==> src/rtl/egress_frame_reader.sv <==
// ============================================================================
// Module      : egress_frame_reader
// Description : Pops per-frame descriptors (length, drop verdict) and reads
//               the matching words from the shared frame data FIFO.
//               Forwarded frames leave on an AXI-stream port through a
//               2-entry skid buffer; dropped frames are flushed silently.
// Ports       : clk/reset        - clock, synchronous active-high reset
//               desc_*           - show-ahead descriptor FIFO read side
//               data_*           - show-ahead frame data FIFO read side
//               egress_*         - AXI-stream master (registered outputs)
//               frame_sent/frame_dropped/len_error - 1-cycle event pulses
//               sent_count/drop_count              - wrapping statistics
// Revision    : 1.0 - initial release
// ============================================================================
`default_nettype none

module egress_frame_reader #(
    parameter int DATA_WIDTH = 8,
    parameter int LEN_WIDTH  = 11,
    parameter int CNT_WIDTH  = 32
) (
    input  logic                  clk,
    input  logic                  reset,
    input  logic                  desc_empty,
    input  logic [LEN_WIDTH-1:0]  desc_len,
    input  logic                  desc_drop,
    output logic                  desc_rd,
    input  logic                  data_empty,
    input  logic [DATA_WIDTH-1:0] data_rdata,
    output logic                  data_rd,
    output logic                  egress_tvalid,
    output logic [DATA_WIDTH-1:0] egress_tdata,
    output logic                  egress_tlast,
    input  logic                  egress_tready,
    output logic                  frame_sent,
    output logic                  frame_dropped,
    output logic                  len_error,
    output logic [CNT_WIDTH-1:0]  sent_count,
    output logic [CNT_WIDTH-1:0]  drop_count
);

    localparam logic [1:0]           c_idle    = 2'd0;
    localparam logic [1:0]           c_stream  = 2'd1;
    localparam logic [1:0]           c_flush   = 2'd2;
    localparam logic [LEN_WIDTH-1:0] c_len_one = LEN_WIDTH'(1);
    localparam logic [CNT_WIDTH-1:0] c_cnt_one = CNT_WIDTH'(1);

    logic [1:0]            r_state, w_state_nxt;
    logic [LEN_WIDTH-1:0]  r_rem, w_rem_nxt;
    logic                  w_take_desc, w_desc_rd, w_data_rd;
    logic                  w_push, w_push_last, w_flush_done, w_len_zero;

    logic [1:0]            r_count;
    logic [DATA_WIDTH-1:0] r_head_data, r_tail_data;
    logic                  r_head_last, r_tail_last;
    logic                  w_deq, w_free;

    logic                  r_frame_sent, r_frame_dropped, r_len_error;
    logic [CNT_WIDTH-1:0]  r_sent_count, r_drop_count;

    assign w_deq      = (r_count != 2'd0) && egress_tready;
    // A slot counts as free if the head leaves this same cycle.
    assign w_free     = (r_count != 2'd2) || w_deq;
    assign w_len_zero = (desc_len == '0);

    // ------------------------------------------------------------------
    // Next-state / FIFO read control
    // ------------------------------------------------------------------
    always_comb begin
        w_state_nxt  = r_state;
        w_rem_nxt    = r_rem;
        w_take_desc  = 1'b0;
        w_desc_rd    = 1'b0;
        w_data_rd    = 1'b0;
        w_push       = 1'b0;
        w_push_last  = 1'b0;
        w_flush_done = 1'b0;

        case (r_state)
            c_idle: begin
                if (!desc_empty) w_take_desc = 1'b1;
            end
            c_stream: begin
                if (!data_empty && w_free) begin
                    w_data_rd   = 1'b1;
                    w_push      = 1'b1;
                    w_push_last = (r_rem == c_len_one);
                    w_rem_nxt   = r_rem - c_len_one;
                    if (r_rem == c_len_one) begin
                        w_state_nxt = c_idle;
                        // Fetch the next descriptor together with the last
                        // pop so consecutive frames stream without a gap.
                        if (!desc_empty) w_take_desc = 1'b1;
                    end
                end
            end
            c_flush: begin
                if (!data_empty) begin
                    w_data_rd = 1'b1;
                    w_rem_nxt = r_rem - c_len_one;
                    if (r_rem == c_len_one) begin
                        w_flush_done = 1'b1;
                        w_state_nxt  = c_idle;
                    end
                end
            end
            default: w_state_nxt = c_idle;
        endcase

        if (w_take_desc) begin
            w_desc_rd = 1'b1;
            w_rem_nxt = desc_len;
            if (w_len_zero)     w_state_nxt = c_idle;
            else if (desc_drop) w_state_nxt = c_flush;
            else                w_state_nxt = c_stream;
        end

        if (reset) begin
            w_desc_rd = 1'b0;
            w_data_rd = 1'b0;
        end
    end

    always_ff @(posedge clk) begin
        if (reset) begin
            r_state <= c_idle;
            r_rem   <= '0;
        end else begin
            r_state <= w_state_nxt;
            r_rem   <= w_rem_nxt;
        end
    end

    // ------------------------------------------------------------------
    // 2-entry skid buffer: head drives egress, tail absorbs a stall.
    // ------------------------------------------------------------------
    always_ff @(posedge clk) begin
        if (reset) begin
            r_count     <= 2'd0;
            r_head_data <= '0;
            r_head_last <= 1'b0;
            r_tail_data <= '0;
            r_tail_last <= 1'b0;
        end else begin
            case ({w_push, w_deq})
                2'b10: begin
                    if (r_count == 2'd0) begin
                        r_head_data <= data_rdata;
                        r_head_last <= w_push_last;
                    end else begin
                        r_tail_data <= data_rdata;
                        r_tail_last <= w_push_last;
                    end
                    r_count <= r_count + 2'd1;
                end
                2'b01: begin
                    r_head_data <= r_tail_data;
                    r_head_last <= r_tail_last;
                    r_count     <= r_count - 2'd1;
                end
                2'b11: begin
                    if (r_count == 2'd1) begin
                        r_head_data <= data_rdata;
                        r_head_last <= w_push_last;
                    end else begin
                        r_head_data <= r_tail_data;
                        r_head_last <= r_tail_last;
                        r_tail_data <= data_rdata;
                        r_tail_last <= w_push_last;
                    end
                end
                default: ;
            endcase
        end
    end

    // ------------------------------------------------------------------
    // Event pulses and statistics
    // ------------------------------------------------------------------
    always_ff @(posedge clk) begin
        if (reset) begin
            r_frame_sent    <= 1'b0;
            r_frame_dropped <= 1'b0;
            r_len_error     <= 1'b0;
            r_sent_count    <= '0;
            r_drop_count    <= '0;
        end else begin
            r_frame_sent    <= w_deq && r_head_last;
            r_frame_dropped <= w_flush_done;
            r_len_error     <= w_desc_rd && w_len_zero;
            if (w_deq && r_head_last) r_sent_count <= r_sent_count + c_cnt_one;
            if (w_flush_done)         r_drop_count <= r_drop_count + c_cnt_one;
        end
    end

    assign desc_rd       = w_desc_rd;
    assign data_rd       = w_data_rd;
    assign egress_tvalid = (r_count != 2'd0);
    assign egress_tdata  = r_head_data;
    assign egress_tlast  = r_head_last;
    assign frame_sent    = r_frame_sent;
    assign frame_dropped = r_frame_dropped;
    assign len_error     = r_len_error;
    assign sent_count    = r_sent_count;
    assign drop_count    = r_drop_count;

endmodule

`default_nettype wire
==> config.mk <==
export PLATFORM = sky130hd
export DESIGN_NAME = egress_frame_reader
export DESIGN_NICKNAME = d
export VERILOG_FILES = /design/src/rtl/egress_frame_reader.sv
export SDC_FILE = /design/constraint.sdc
export NUM_CORES = 1
export LEC_CHECK = 0
export ABC_AREA = 1
export CORE_MARGIN = 4
export CORE_UTILIZATION = 40
export CTS_CLUSTER_DIAMETER = 200
export DETAILED_ROUTE_END_ITERATION = 8
export DONT_BUFFER_PORTS = 1
export GPL_TIMING_DRIVEN = 0
export MAX_ROUTING_LAYER = met4
export PLACE_DENSITY = 0.65
export SLEW_MARGIN = 30
export SYNTH_ARGS = -nofsm -noshare
export SYNTH_HDL_FRONTEND = slang
export SYNTH_SLANG_ARGS = --single-unit
==> constraint.sdc <==
create_clock -name clk -period 2.3 [get_ports clk]
set_clock_uncertainty 0.1 [all_clocks]
set_input_delay 0.23 -clock clk [delete_from_list [all_inputs] [get_ports clk]]
set_output_delay 0.23 -clock clk [all_outputs]
set_load 0.05 [all_outputs]
# Word-level counts from Yosys, hierarchy flattened
# Cells that the tools add are included.
# classes
add_sub_neg	5
multipliers	0
div_mod_pow	0
n_lt_le_gt_ge	0
eq_ne	14
n_shift	0
muxes	40
bitwise_logic	0
n_reduce_logical	18
# op_table
op	n
adder 32 x 1 -> 32 bit, second input constant	2
two-way mux 11 bit	3
two-way mux 8 bit	4
one-hot mux 8 bit (3 select lines)	1
one-hot mux 11 bit (2 select lines)	1
two-way mux 1 bit	18
one-hot mux 8 bit (2 select lines)	1
two-way mux 2 bit	6
== test 11 x 1 -> 1 bit, second input constant	1
zero test 11 bit	1
subtractor 11 x 1 -> 11 bit, second input constant	1
!= test 2 bit, second input constant	5
AND reduction 3 bit	3
== test 2 x 1 -> 1 bit, second input constant	3
== test 2 bit, second input constant	3
!= test 3 bit, second input constant	2
one-hot mux 1 bit (2 select lines)	3
one-hot mux 2 bit (3 select lines)	1
nonzero test 2 bit	3
nonzero test 3 bit	2
logical AND 1 bit	4
zero test 2 bit	2
one-hot mux 2 bit (2 select lines)	1
one-hot mux 1 bit (3 select lines)	1
5 further kinds	5
# word_totals
register_bits	100
latchBits	0
ramBits	0
romBits	0
inputBits	25
output_inout_bits	79
elab_cells	89
memories	0

# Depth between registers and ports, before layout
# Gate-level depths: netlist of run 1.
# depth
word_depth	9
depth_mapped	15
ltp_nobuf	15

# Least setup slack after synthesis of run 1
# No wires, ideal clock.
# synth_timing
path_type	register to register
from	register r_count[0]
to	register r_tail_data[7]
setup_time_ps	70
arrival_time_ps	2250
required_time_ps	2130
path_slack_ps	-120
path_stages_with_launch	16
n_path_buf	1
period_less_slack_ps	2420
cell_sequence	dfxtp_1 -> inv_1 -> ha_1 -> inv_2 -> nand2_4 -> nand2_1 -> nand2_2 -> nor2_4 -> ha_1 -> inv_1 -> o21ai_0 -> nand2_1 -> inv_1 -> clkbuf_1 -> o21ai_0 -> a21oi_1
# synth_between
elab_chain_cells	9
word_cells_on_any_way	16
classes_between	6 x eq/ne; 3 x mux; 7 x reduce/logical
# synth_lines
item	line_no	source
start: declaration	53	logic [1:0] r_count;
start signal: assignment	154	r_count <= r_count + 2'd1;
start signal: assignment	159	r_count <= r_count - 2'd1;
nonzero test 2 bit (*)	--	
net egress_tvalid	31	output logic egress_tvalid,
logical AND 1 bit (*)	61	assign w_deq = (r_count != 2'd0) && egress_tready;
logical OR 1 bit	63	assign w_free = (r_count != 2'd2) || w_deq;
logical AND 1 bit	84	if (!data_empty && w_free) begin
two-way mux 1 bit	84	
two-way mux 1 bit	79	case (r_state)
== test 2 bit	145	case ({w_push, w_deq})
!= test 2 bit (no line) / nonzero test 2 bit (equally long branches)	--	
AND reduction 3 bit (no line)	--	
end signal: assignment	151	r_tail_data <= data_rdata;
end signal: assignment	168	r_tail_data <= data_rdata;
end: declaration	54	logic [DATA_WIDTH-1:0] r_head_data, r_tail_data;
# The timed path passes the listed nets; every way through them passes the cells marked *.
# A chain may end at the register's enable or synchronous reset.

# Worst setup path after layout of run 1
# layout_timing
from	register r_count[0]
to	output port desc_rd
# layout_between
elab_chain_cells	8
word_cells_on_any_way	9
classes_between	1 x eq/ne; 4 x mux; 4 x reduce/logical
# layout_lines
item	line_no	source
nonzero test 2 bit	--	
net egress_tvalid	31	
logical AND 1 bit	61	
logical OR 1 bit	63	
logical AND 1 bit	84	
two-way mux 1 bit	84	
one-hot mux 1 bit (2 select lines)	79	
two-way mux 1 bit	110	if (w_take_desc) begin
two-way mux 1 bit	118	if (reset) begin
end: declaration	27	output logic desc_rd,
# The timed path passes the listed nets, and every way through them passes these cells.

==> results.yml, run 1 <==
power:
  p_switching_mw: 1.76
  pwr-share-clk_pct: 33.7
  pwr-share-seq_pct: 43.4
  p_comb_share_pct: 22.9
  max-vdd-ir-drop_mv: 0.609
  p_int_mw: 3.28
  power_switching_share_pct: 34.9
  p_leak_nw: 2.61
  p_per_area_mw_per_mm2: 731
placed_design:
  hpwl_microns: 12400
  placed_cell_area_sq_mm: 0.00604
  dp_slack_ns: -0.356
  portBuffers: 0
  globalplace.congestion: 0.928
die:
  rows: 43
  io_pins: 104
  dieArea_sq_mm: 0.0165
  start_util_pct: 41.4
  fp.coreArea_sq_mm: 0.0140
  dieWidth_microns: 129
  die_h_microns: 129
timing:
  rsz0062_at_grt: "yes"
  fin_crit_ns: 2.24
  slew_headroom_pct: 45.7
  hold_viol: 0
  worst_pin_slew_ns: 0.815
  period_share_pct: 97.3
  fmaxAchievable_mhz: 447
  setup_tns_ns: 0
  drv_slew: 0
  final.setup.worst_slack_ns: 0.0626
  setup_viol: 0
setup_path:
  path_buf_inv: 2
  crit_slowest_cell: "dfxtp_2"
  slowest_delay_ns: 0.34
  cp_max_fo: 7
  crit_chain: "inv_2 -> ha_4 -> clkinv_8 -> nand2_8 -> nand2_2 -> nand2_2 -> nor2_4 -> nand2_4 -> nand2_8 -> nand2_8 -> nor2_4"
  crit_arrival_ns: 1.91
  critPathKind: "reg -> out"
  crit_path_end_kind: "primary output"
  path_delay_family: "simple AND/OR/NAND/NOR gates"
  cp-start-kind: "flop"
  cp_data_required_time_ns: 1.97
  path_common_cell: "nand2_8"
logic_synthesis:
  synthCells: 929
  ys_types: 31
  ys_seq_elements: 100
  synth_most_common_cell: "nand2_1"
  syn-num-nets: 967
  ys_seq_area_share_pct: 34.4
  synth_flop_cell: "dfxtp_1"
  ys_top_cells_by_area: "dfxtp_1, nand2_1, nor2_1, inv_1, a21oi_1"
  synth_commonest_cells: "nand2_1, nor2_1, dfxtp_1"
  async_flop_share_pct: 0
  synth_area_leader_cell: "dfxtp_1"
  synth_top_area_share_pct: 34.4
  yosys_warnings: 0
  synth-edff-count: 0
  syn_area_per_cell_sq_um: 6.26
  syn-cell-area_sq_mm: 0.00581
layout:
  diodes: 0
  nFillCells: 1439
  nNetsFinal: 1016
  area_growth_syn_to_layout_pct: 18.5
  design_area_sq_mm: 0.00689
  layout-drive-gt1-share_pct: 12.1
detailed_routing:
  drc: 0
  wirelength_microns: 16600
  drt_first_pass_iters: 5
  viasPerCell: 5.10
  antenna_left: 0
  wl_per_cell_microns: 14.3
  drtIter0Drc: 391
  vias: 5929
worst_hold_path:
  worstHoldPathType: "in -> reg"
global_routing:
  antenna_found_initial: 0
  grt_pass1_wl_microns: 26400
  grt_usage_pct: 20.3
  grt_pass1_vias: 5361
  grt_max_degree: 17
  grt.overflow.total: 0
clock_tree:
  cts_sinks: 100
  htree_levels: 3
  clockBufferDepth: 2
  cts_made_buffers: 9
  cts_root_buf: "clkbuf_16"
  clkLatencyLatePin_ns: 0.36
  path_clk_slew_ns: 0.07
  tritoncts: "yes"
flow_run:
  drv_cap: 0
status:
  status: "completed"
==> cells in the final DEF (no fill, tap or decap), types with 14 or more instances in the layout <==
cell type	n
dfxtp_2	18
nor3_1	16
xor2_1	20
inv_2	16
buf_4	25
o21ai_0	33
dfxtp_1	80
nand2_1	274
inv_1	82
dlygate4sd3_1	14
nor2_1	164
o21ai_1	14
nand3_1	53
a21oi_1	59
==> flip-flops by register name, summed over array words and instances, names as in the netlist <==
| name | cells |
|---|---|
| drop_count | 32 |
| sent_count | 32 |
| r_rem | 11 |
| egress_tdata | 8 |
| r_tail_data | 8 |
| r_count | 2 |
| r_state | 2 |
| egress_tlast | 1 |
| frame_dropped | 1 |
| frame_sent | 1 |
| len_error | 1 |
| r_tail_last | 1 |
==> worst reg2reg max path: stages (launching register included) <==
cell and delay, ns:
dfxtp_2 0.34, inv_2 0.05, ha_4 0.18, clkinv_8 0.09, nand2_8 0.07, nand2_2 0.06, nand2_2 0.06, nor2_4 0.15
buf_6 0.14, ha_4 0.16, nand2_1 0.06, o21ai_1 0.07, nand2_1 0.10, inv_2 0.13, buf_6 0.13, o21ai_0 0.07
a21oi_1 0.15
==> logic make-up (layout without fill, tap and decap cells) <==
logic type | Yosys count | after routing | synth area share (%)
AND/OR/NAND/NOR | 549 | 549 | 39.5
buffers and inverters | 122 | 176 | 8.40
AO/OA/AOI/OAI | 116 | 116 | 10.5
flip-flops | 100 | 100 | 34.4
XOR/XNOR | 29 | 29 | 4.37
adder cells (fa/ha/maj) | 13 | 13 | 2.80
==> final cells by class <==
type | count | area (sq um) | share of cell area [%]
plain buffers | 20 | 109 | 1.58
clock buffers | 10 | 239 | 3.47
clock inverters | 6 | 86.3 | 1.25
inverters | 101 | 395 | 5.74
multi-input cells | 707 | 3450 | 50.1
flip-flops and latches | 100 | 2030 | 29.5
well taps | 180 | 225 | 3.27
repair buffers | 39 | 353 | 5.12
==> routing by layer <==
layer	vias to the layer above	track usage (%)	wire length, microns	part of all wire (%)
li1	3031	-	-	-
met1	2699	25.8	7530	45
met2	174	32.0	7660	46
met3	25	4.65	1110	6.7
met4	0	6.55	336	2.0
met5	-	-	0	0
==> power by group through the flow <==
stage          Sequential (mW)  Combinational, mW  Clock, mW
3_3_place_gp              2.22              0.891          0
6_report                  2.18               1.16       1.70
4_1_cts                   2.18               1.03       1.72
2_1_floorplan             2.19              0.725          0
3_5_place_dp              2.22              0.897          0
5_1_grt                   2.20               1.29       1.79
==> metrics by stage <==
| step | hold slack (ns) | total power, mW | std cells | utilization, % |
|---|---|---|---|---|
| 2_1_floorplan | 0.240 | 2.91 | 929 | - |
| 3_3_place_gp | 0.266 | 3.11 | 1109 | 43.0 |
| 3_5_place_dp | 0.270 | 3.12 | 1109 | 43.0 |
| 4_1_cts | 0.0288 | 4.93 | 1144 | 47.2 |
| 5_1_grt | 0.0533 | 5.28 | 1163 | 49.0 |
| 6_report | 0.0264 | 5.04 | 1163 | 49.0 |
==> path summary, 6_finish.rpt <==
check	start	end	slack, ns	cells after the start
min	desc_len[4]	r_rem[4]$_SDFFE_PP0P_	0.03	4
max reg2reg	r_count[0]$_SDFFE_PP0P_	r_tail_data[2]$_SDFFE_PP0P_	0.10	16
max	r_count[0]$_SDFFE_PP0P_	desc_rd	0.06	11
min reg2reg	r_tail_data[0]$_SDFFE_PP0P_	r_tail_data[0]$_SDFFE_PP0P_	0.36	2
==> timing repair <==
item                       CTS  global route
setup buffers                6            18
gates cloned                 0             1
pin swaps                    5            10
resized for setup           24            40
setup endpoints to repair   28            38
hold endpoints to repair    14             0
hold buffers                14             0
Note: power is estimated with default switching activity, not from simulation.
==> run 2, diff against run 1 <==
--- a/config.mk
+++ b/config.mk
@@ -5,7 +5,6 @@
 export SDC_FILE = /design/constraint.sdc
 export NUM_CORES = 1
 export LEC_CHECK = 0
-export ABC_AREA = 1
 export CORE_MARGIN = 4
 export CORE_UTILIZATION = 40
 export CTS_CLUSTER_DIAMETER = 200
==> results.yml, run 2 <==
status:
  status: "complete, but fails checks"
  violations: "setup timing"
setup_path:
  rrSetupSlack_ns: 0.02
  slowest_delay_ns: 0.35
  crit_path_end_kind: "primary output"
  path_buf_inv: 3
  path_delay_family: "compound AO/OA/AOI/OAI gates"
  r2r_start: "r_rem[6]$_SDFFE_PP0P_"
  cp_max_fo: 4
  cp_data_required_time_ns: 1.97
  cp-start-kind: "flop"
  crit_arrival_ns: 2.00
  crit_chain: "inv_2 -> ha_4 -> nor2b_4 -> buf_6 -> o21ai_4 -> o31a_1 -> clkbuf_8 -> nor2_4"
  crit_slowest_cell: "dfxtp_2"
  rr_endpoint: "drop_count[26]$_SDFFE_PP0P_"
  worstRegToRegCells: 6
  critPathKind: "reg -> out"
power:
  p_comb_share_pct: 23.3
  max-vdd-ir-drop_mv: 0.610
  power_switching_share_pct: 34.0
  p_leak_nw: 1.97
  p_switching_mw: 1.60
  pwr-share-seq_pct: 47.2
  fin_total_pwr_mw: 4.71
  pwr-share-clk_pct: 29.5
  p_int_mw: 3.11
  p_per_area_mw_per_mm2: 787
logic_synthesis:
  ys_types: 46
  synth-edff-count: 0
  syn_area_per_cell_sq_um: 8.52
  async_flop_share_pct: 0
  yosys_warnings: 0
  ys_seq_elements: 100
  synth_flop_cell: "dfxtp_1"
  syn-num-nets: 603
  synth_top_area_share_pct: 41.6
  synth_commonest_cells: "dfxtp_1, nor2_1, xnor2_1"
  synth_area_leader_cell: "dfxtp_1"
  synth_most_common_cell: "dfxtp_1"
  ys_seq_area_share_pct: 41.6
  syn-cell-area_sq_mm: 0.00481
  synthCells: 565
  ys_top_cells_by_area: "dfxtp_1, xnor2_1, nor2_1, ha_1, a211oi_1"
timing:
  setup_tns_ns: -0.0324
  whs_ns: 0.00759
  worst_pin_slew_ns: 0.706
  rsz0062_at_grt: "yes"
  hold_viol: 0
  drv_slew: 0
  fmaxAchievable_mhz: 429
  final.setup.worst_slack_ns: -0.0324
  period_share_pct: 101
  fin_crit_ns: 2.33
  setup_viol: 1
  slew_headroom_pct: 52.9
detailed_routing:
  drt_first_pass_iters: 4
  antenna_left: 0
  drtIter0Drc: 252
  viasPerCell: 5.64
  wl_per_cell_microns: 17.4
  vias: 4305
  wirelength_microns: 13200
  drc: 0
clock_tree:
  clkLatencyLatePin_ns: 0.35
  cts_root_buf: "clkbuf_16"
  cts_made_buffers: 9
  clockBufferDepth: 2
  tritoncts: "yes"
  path_clk_slew_ns: 0.07
  cts_sinks: 100
  htree_levels: 3
layout:
  finalNonFillerCells: 763
  finish.utilization_pct: 51.5
  layout-drive-gt1-share_pct: 22.3
  design_area_sq_mm: 0.00598
  diodes: 0
  nNetsFinal: 654
  area_growth_syn_to_layout_pct: 24.2
  layout_commonest_cell: "nor2_1"
  layout_common_cells: "nor2_1, dfxtp_1, xnor2_1, dfxtp_2, nand2_1"
die:
  die_h_microns: 118
  fp.coreArea_sq_mm: 0.0116
  io_pins: 104
  dieArea_sq_mm: 0.0139
  rows: 39
  start_util_pct: 41.5
  dieWidth_microns: 118
placed_design:
  placed_cell_area_sq_mm: 0.00503
  hpwl_microns: 8970
  dp_slack_ns: -0.410
  placed_cells: 708
  globalplace.congestion: 0.864
  portBuffers: 0
worst_hold_path:
  min_from: "desc_len[2]"
  worstHoldPathType: "in -> reg"
  hold_end: "r_rem[2]$_SDFFE_PP0P_"
  holdPathStages: 2
global_routing:
  grt_max_degree: 16
  grt_pass1_vias: 4288
  antenna_found_initial: 0
  grt_usage_pct: 19.4
  grt.overflow.total: 0
  grt_pass1_wl_microns: 21600
flow_run:
  drv_cap: 0
run 2: final cells by class:
cell class	instances	area, sq um
multi-input combinational	412	2850
sequential	100	2080
timing repair buffer	45	387
buffer	23	129
clock inverter	2	12.5
fill	1094	5630
inverter	25	93.8
clock buffer	13	250
tap	143	179
run 2: repair_timing:
item / 4_1_cts / 5_1_grt
hold buffers: 19 / 0
setup endpoints to repair: 73 / 64
setup buffers: 23 / 2
cloned: 1 / 0
pin swaps: 16 / 15
endpoints found under the hold margin: 19 / 0
resized for setup: 58 / 52
run 2: kinds of logic after synthesis:
kind of cell	after synthesis	share of synthesized area, %
fa+ha+maj	13	3.38
simple gates	248	27.4
xor+xnor	53	9.64
flops	100	41.6
buf+inv	53	4.31
mux	10	2.08
compound gates	88	11.6
run 2: per-layer routing:
metal | vias to the layer above | part of all wire (%) | global-route usage (%)
met4 | 0 | 1.3 | 5.64
li1 | 2115 | - | -
met2 | 101 | 49 | 31.9
met1 | 2075 | 43 | 23.0
met3 | 14 | 6.0 | 5.96
met5 | - | 0 | -
run 2: power groups by stage:
stage	clock network (mW)	logic, mW	registers (mW)
global placement	0	0.793	2.24
finish	1.39	1.10	2.22
floorplan	0	0.663	2.21
detailed placement	0	0.818	2.25
global route	1.50	1.22	2.23
CTS	1.42	1.04	2.21
run 2: worst max path at each step:
stage / startpoint / end / slack, ns / cells past startpoint
final: r_count[1]$_SDFFE_PP0P_ / desc_rd / -0.03 / 8
after global routing: r_rem[6]$_SDFFE_PP0P_ / desc_rd / -0.12 / 5
after CTS: r_count[1]$_SDFFE_PP0P_ / desc_rd / -0.06 / 8
after detailed placement: r_count[0]$_SDFFE_PP0P_ / egress_tdata[4]$_SDFFE_PP0P_ / -0.41 / 11
after global placement: r_count[0]$_SDFFE_PP0P_ / egress_tdata[5]$_SDFFE_PP0P_ / -0.33 / 11
after floorplan: r_count[0]$_SDFFE_PP0P_ / desc_rd / -0.02 / 9
==> run 3, diff against run 2 <==
--- a/config.mk
+++ b/config.mk
@@ -5,14 +5,16 @@
 export SDC_FILE = /design/constraint.sdc
 export NUM_CORES = 1
 export LEC_CHECK = 0
+export CELL_PAD_IN_SITES_DETAIL_PLACEMENT = 1
+export CELL_PAD_IN_SITES_GLOBAL_PLACEMENT = 2
 export CORE_MARGIN = 4
-export CORE_UTILIZATION = 40
+export CORE_UTILIZATION = 33
 export CTS_CLUSTER_DIAMETER = 200
 export DETAILED_ROUTE_END_ITERATION = 8
 export DONT_BUFFER_PORTS = 1
 export GPL_TIMING_DRIVEN = 0
 export MAX_ROUTING_LAYER = met4
-export PLACE_DENSITY = 0.65
+export PLACE_DENSITY = 0.83
 export SLEW_MARGIN = 30
 export SYNTH_ARGS = -nofsm -noshare
 export SYNTH_HDL_FRONTEND = slang
==> results.yml, run 3 (synthesis gave the netlist of run 2 again) <==
power:
  pwr-share-seq_pct: 46.6
  fin_total_pwr_mw: 4.77
  p_comb_share_pct: 22.5
  max-vdd-ir-drop_mv: 0.606
  pwr-share-clk_pct: 30.8
  p_switching_mw: 1.66
  p_per_area_mw_per_mm2: 765
  power_switching_share_pct: 34.8
  p_int_mw: 3.11
  p_leak_nw: 2.07
die:
  fp.coreArea_sq_mm: 0.0141
  dieArea_sq_mm: 0.0166
  start_util_pct: 34.2
  rows: 43
  io_pins: 104
  die_h_microns: 129
  dieWidth_microns: 129
setup_path:
  cp-start-kind: "flop"
  cp_max_fo: 6
  crit_arrival_ns: 2.00
  crit_slowest_cell: "dfxtp_4"
  slowest_delay_ns: 0.36
  path_delay_family: "simple AND/OR/NAND/NOR gates"
  crit_path_end_kind: "primary output"
  path_buf_inv: 1
  crit_chain: "nor4_4 -> nand4b_4 -> o31a_4 -> buf_8 -> nor2_4"
  cp_data_required_time_ns: 1.97
  critPathKind: "reg -> out"
placed_design:
  portBuffers: 0
  placed_cell_area_sq_mm: 0.00508
  hpwl_microns: 10400
  globalplace.congestion: 0.817
  placed_cells: 745
detailed_routing:
  wl_per_cell_microns: 18.9
  vias: 4440
  viasPerCell: 5.45
  wirelength_microns: 15400
  drc: 0
  drtIter0Drc: 164
  antenna_left: 0
  drt_first_pass_iters: 4
layout:
  diodes: 0
  finalNonFillerCells: 815
  layout_commonest_cell: "nor2_1"
  area_growth_syn_to_layout_pct: 29.6
  layout_common_cells: "nor2_1, dfxtp_1, xnor2_1"
  design_area_sq_mm: 0.00624
  layout-drive-gt1-share_pct: 25.4
  nNetsFinal: 668
clock_tree:
  path_clk_slew_ns: 0.07
  htree_levels: 3
  cts_root_buf: "clkbuf_16"
  clkLatencyLatePin_ns: 0.36
  cts_sinks: 100
  clockBufferDepth: 2
  tritoncts: "yes"
  cts_made_buffers: 9
status:
  violations: "setup timing"
  status: "complete, but fails checks"
timing:
  slew_headroom_pct: 51.4
  rsz0062_at_grt: "yes"
  final.setup.worst_slack_ns: -0.0349
  hold_viol: 0
  fin_crit_ns: 2.33
  drv_slew: 0
  fmaxAchievable_mhz: 428
  setup_viol: 6
  period_share_pct: 102
  setup_tns_ns: -0.102
  worst_pin_slew_ns: 0.728
flow_run:
  drv_cap: 0
global_routing:
  grt_pass1_vias: 4762
  grt.overflow.total: 0
  grt_usage_pct: 19.3
  antenna_found_initial: 0
  grt_max_degree: 16
  grt_pass1_wl_microns: 24900
worst_hold_path:
  worstHoldPathType: "in -> reg"
run 3: changes by cell type in the layout (fill, tap and decap cells not counted), sizes merged:
cell         before  now
buf              34   46
clkinvlp          1    0
clkbuf           28   27
dlygate4sd3      19   21
clkinv            1    4
run 3: layout make-up:
type,count,area [sq um]
inverter,25,101
clock buffer,12,256
multi-input combinational,412,2900
sequential,100,2090
fill,1654,7860
buffer,22,115
timing repair buffer,60,529
tap,180,225
clock inverter,4,23.8
run 3: power groups by stage:
stage	registers, mW	logic [mW]	clock network, mW
floorplan	2.21	0.663	0
global placement	2.25	0.810	0
detailed placement	2.25	0.842	0
CTS	2.22	1.06	1.52
global route	2.24	1.20	1.59
finish	2.22	1.07	1.47
run 3: final timing paths:
check / start / end / slack, ns / cells past startpoint
worst max register to register: r_state[0]$_SDFFE_PP0P_ / drop_count[27]$_SDFFE_PP0P_ / -0.03 / 8
worst max-delay path: r_rem[2]$_SDFFE_PP0P_ / desc_rd / -0.03 / 5
worst min-delay path: desc_drop / r_state[0]$_SDFFE_PP0P_ / 0.03 / 3
worst min register to register: r_count[1]$_SDFFE_PP0P_ / r_count[1]$_SDFFE_PP0P_ / 0.40 / 2
run 3: what timing repair did:
| action | 4_1_cts | 5_1_grt |
|---|---|---|
| pin swaps | 22 | 17 |
| setup buffers | 29 | 10 |
| cloned | 0 | 0 |
| setup endpoints to repair | 75 | 64 |
| gates resized for setup | 78 | 63 |
| hold endpoints to repair | 21 | 0 |
| hold buffers | 21 | 0 |
run 3: per-stage QoR:
step	util [%]	hold slack, ns	worst slack [ns]
2_1_floorplan	-	0.277	-0.0152
3_3_place_gp	36.0	0.283	-0.396
3_5_place_dp	36.0	0.289	-0.496
4_1_cts	42.5	0.00305	-0.0898
5_1_grt	44.3	0.0493	-0.164
6_report	44.3	0.0304	-0.0349
run 3: worst min-delay path, stage by stage:
cell	delay [ns]
inv_1	0.02
a21oi_1	0.13
a211oi_1	0.06
run 3: metal layers:
layer	vias up	track usage, %	wire length (microns)
li1	2136	-	-
met1	2170	22.9	6540
met2	111	31.0	7500
met3	23	6.14	1040
met4	0	6.18	302
met5	-	-	0
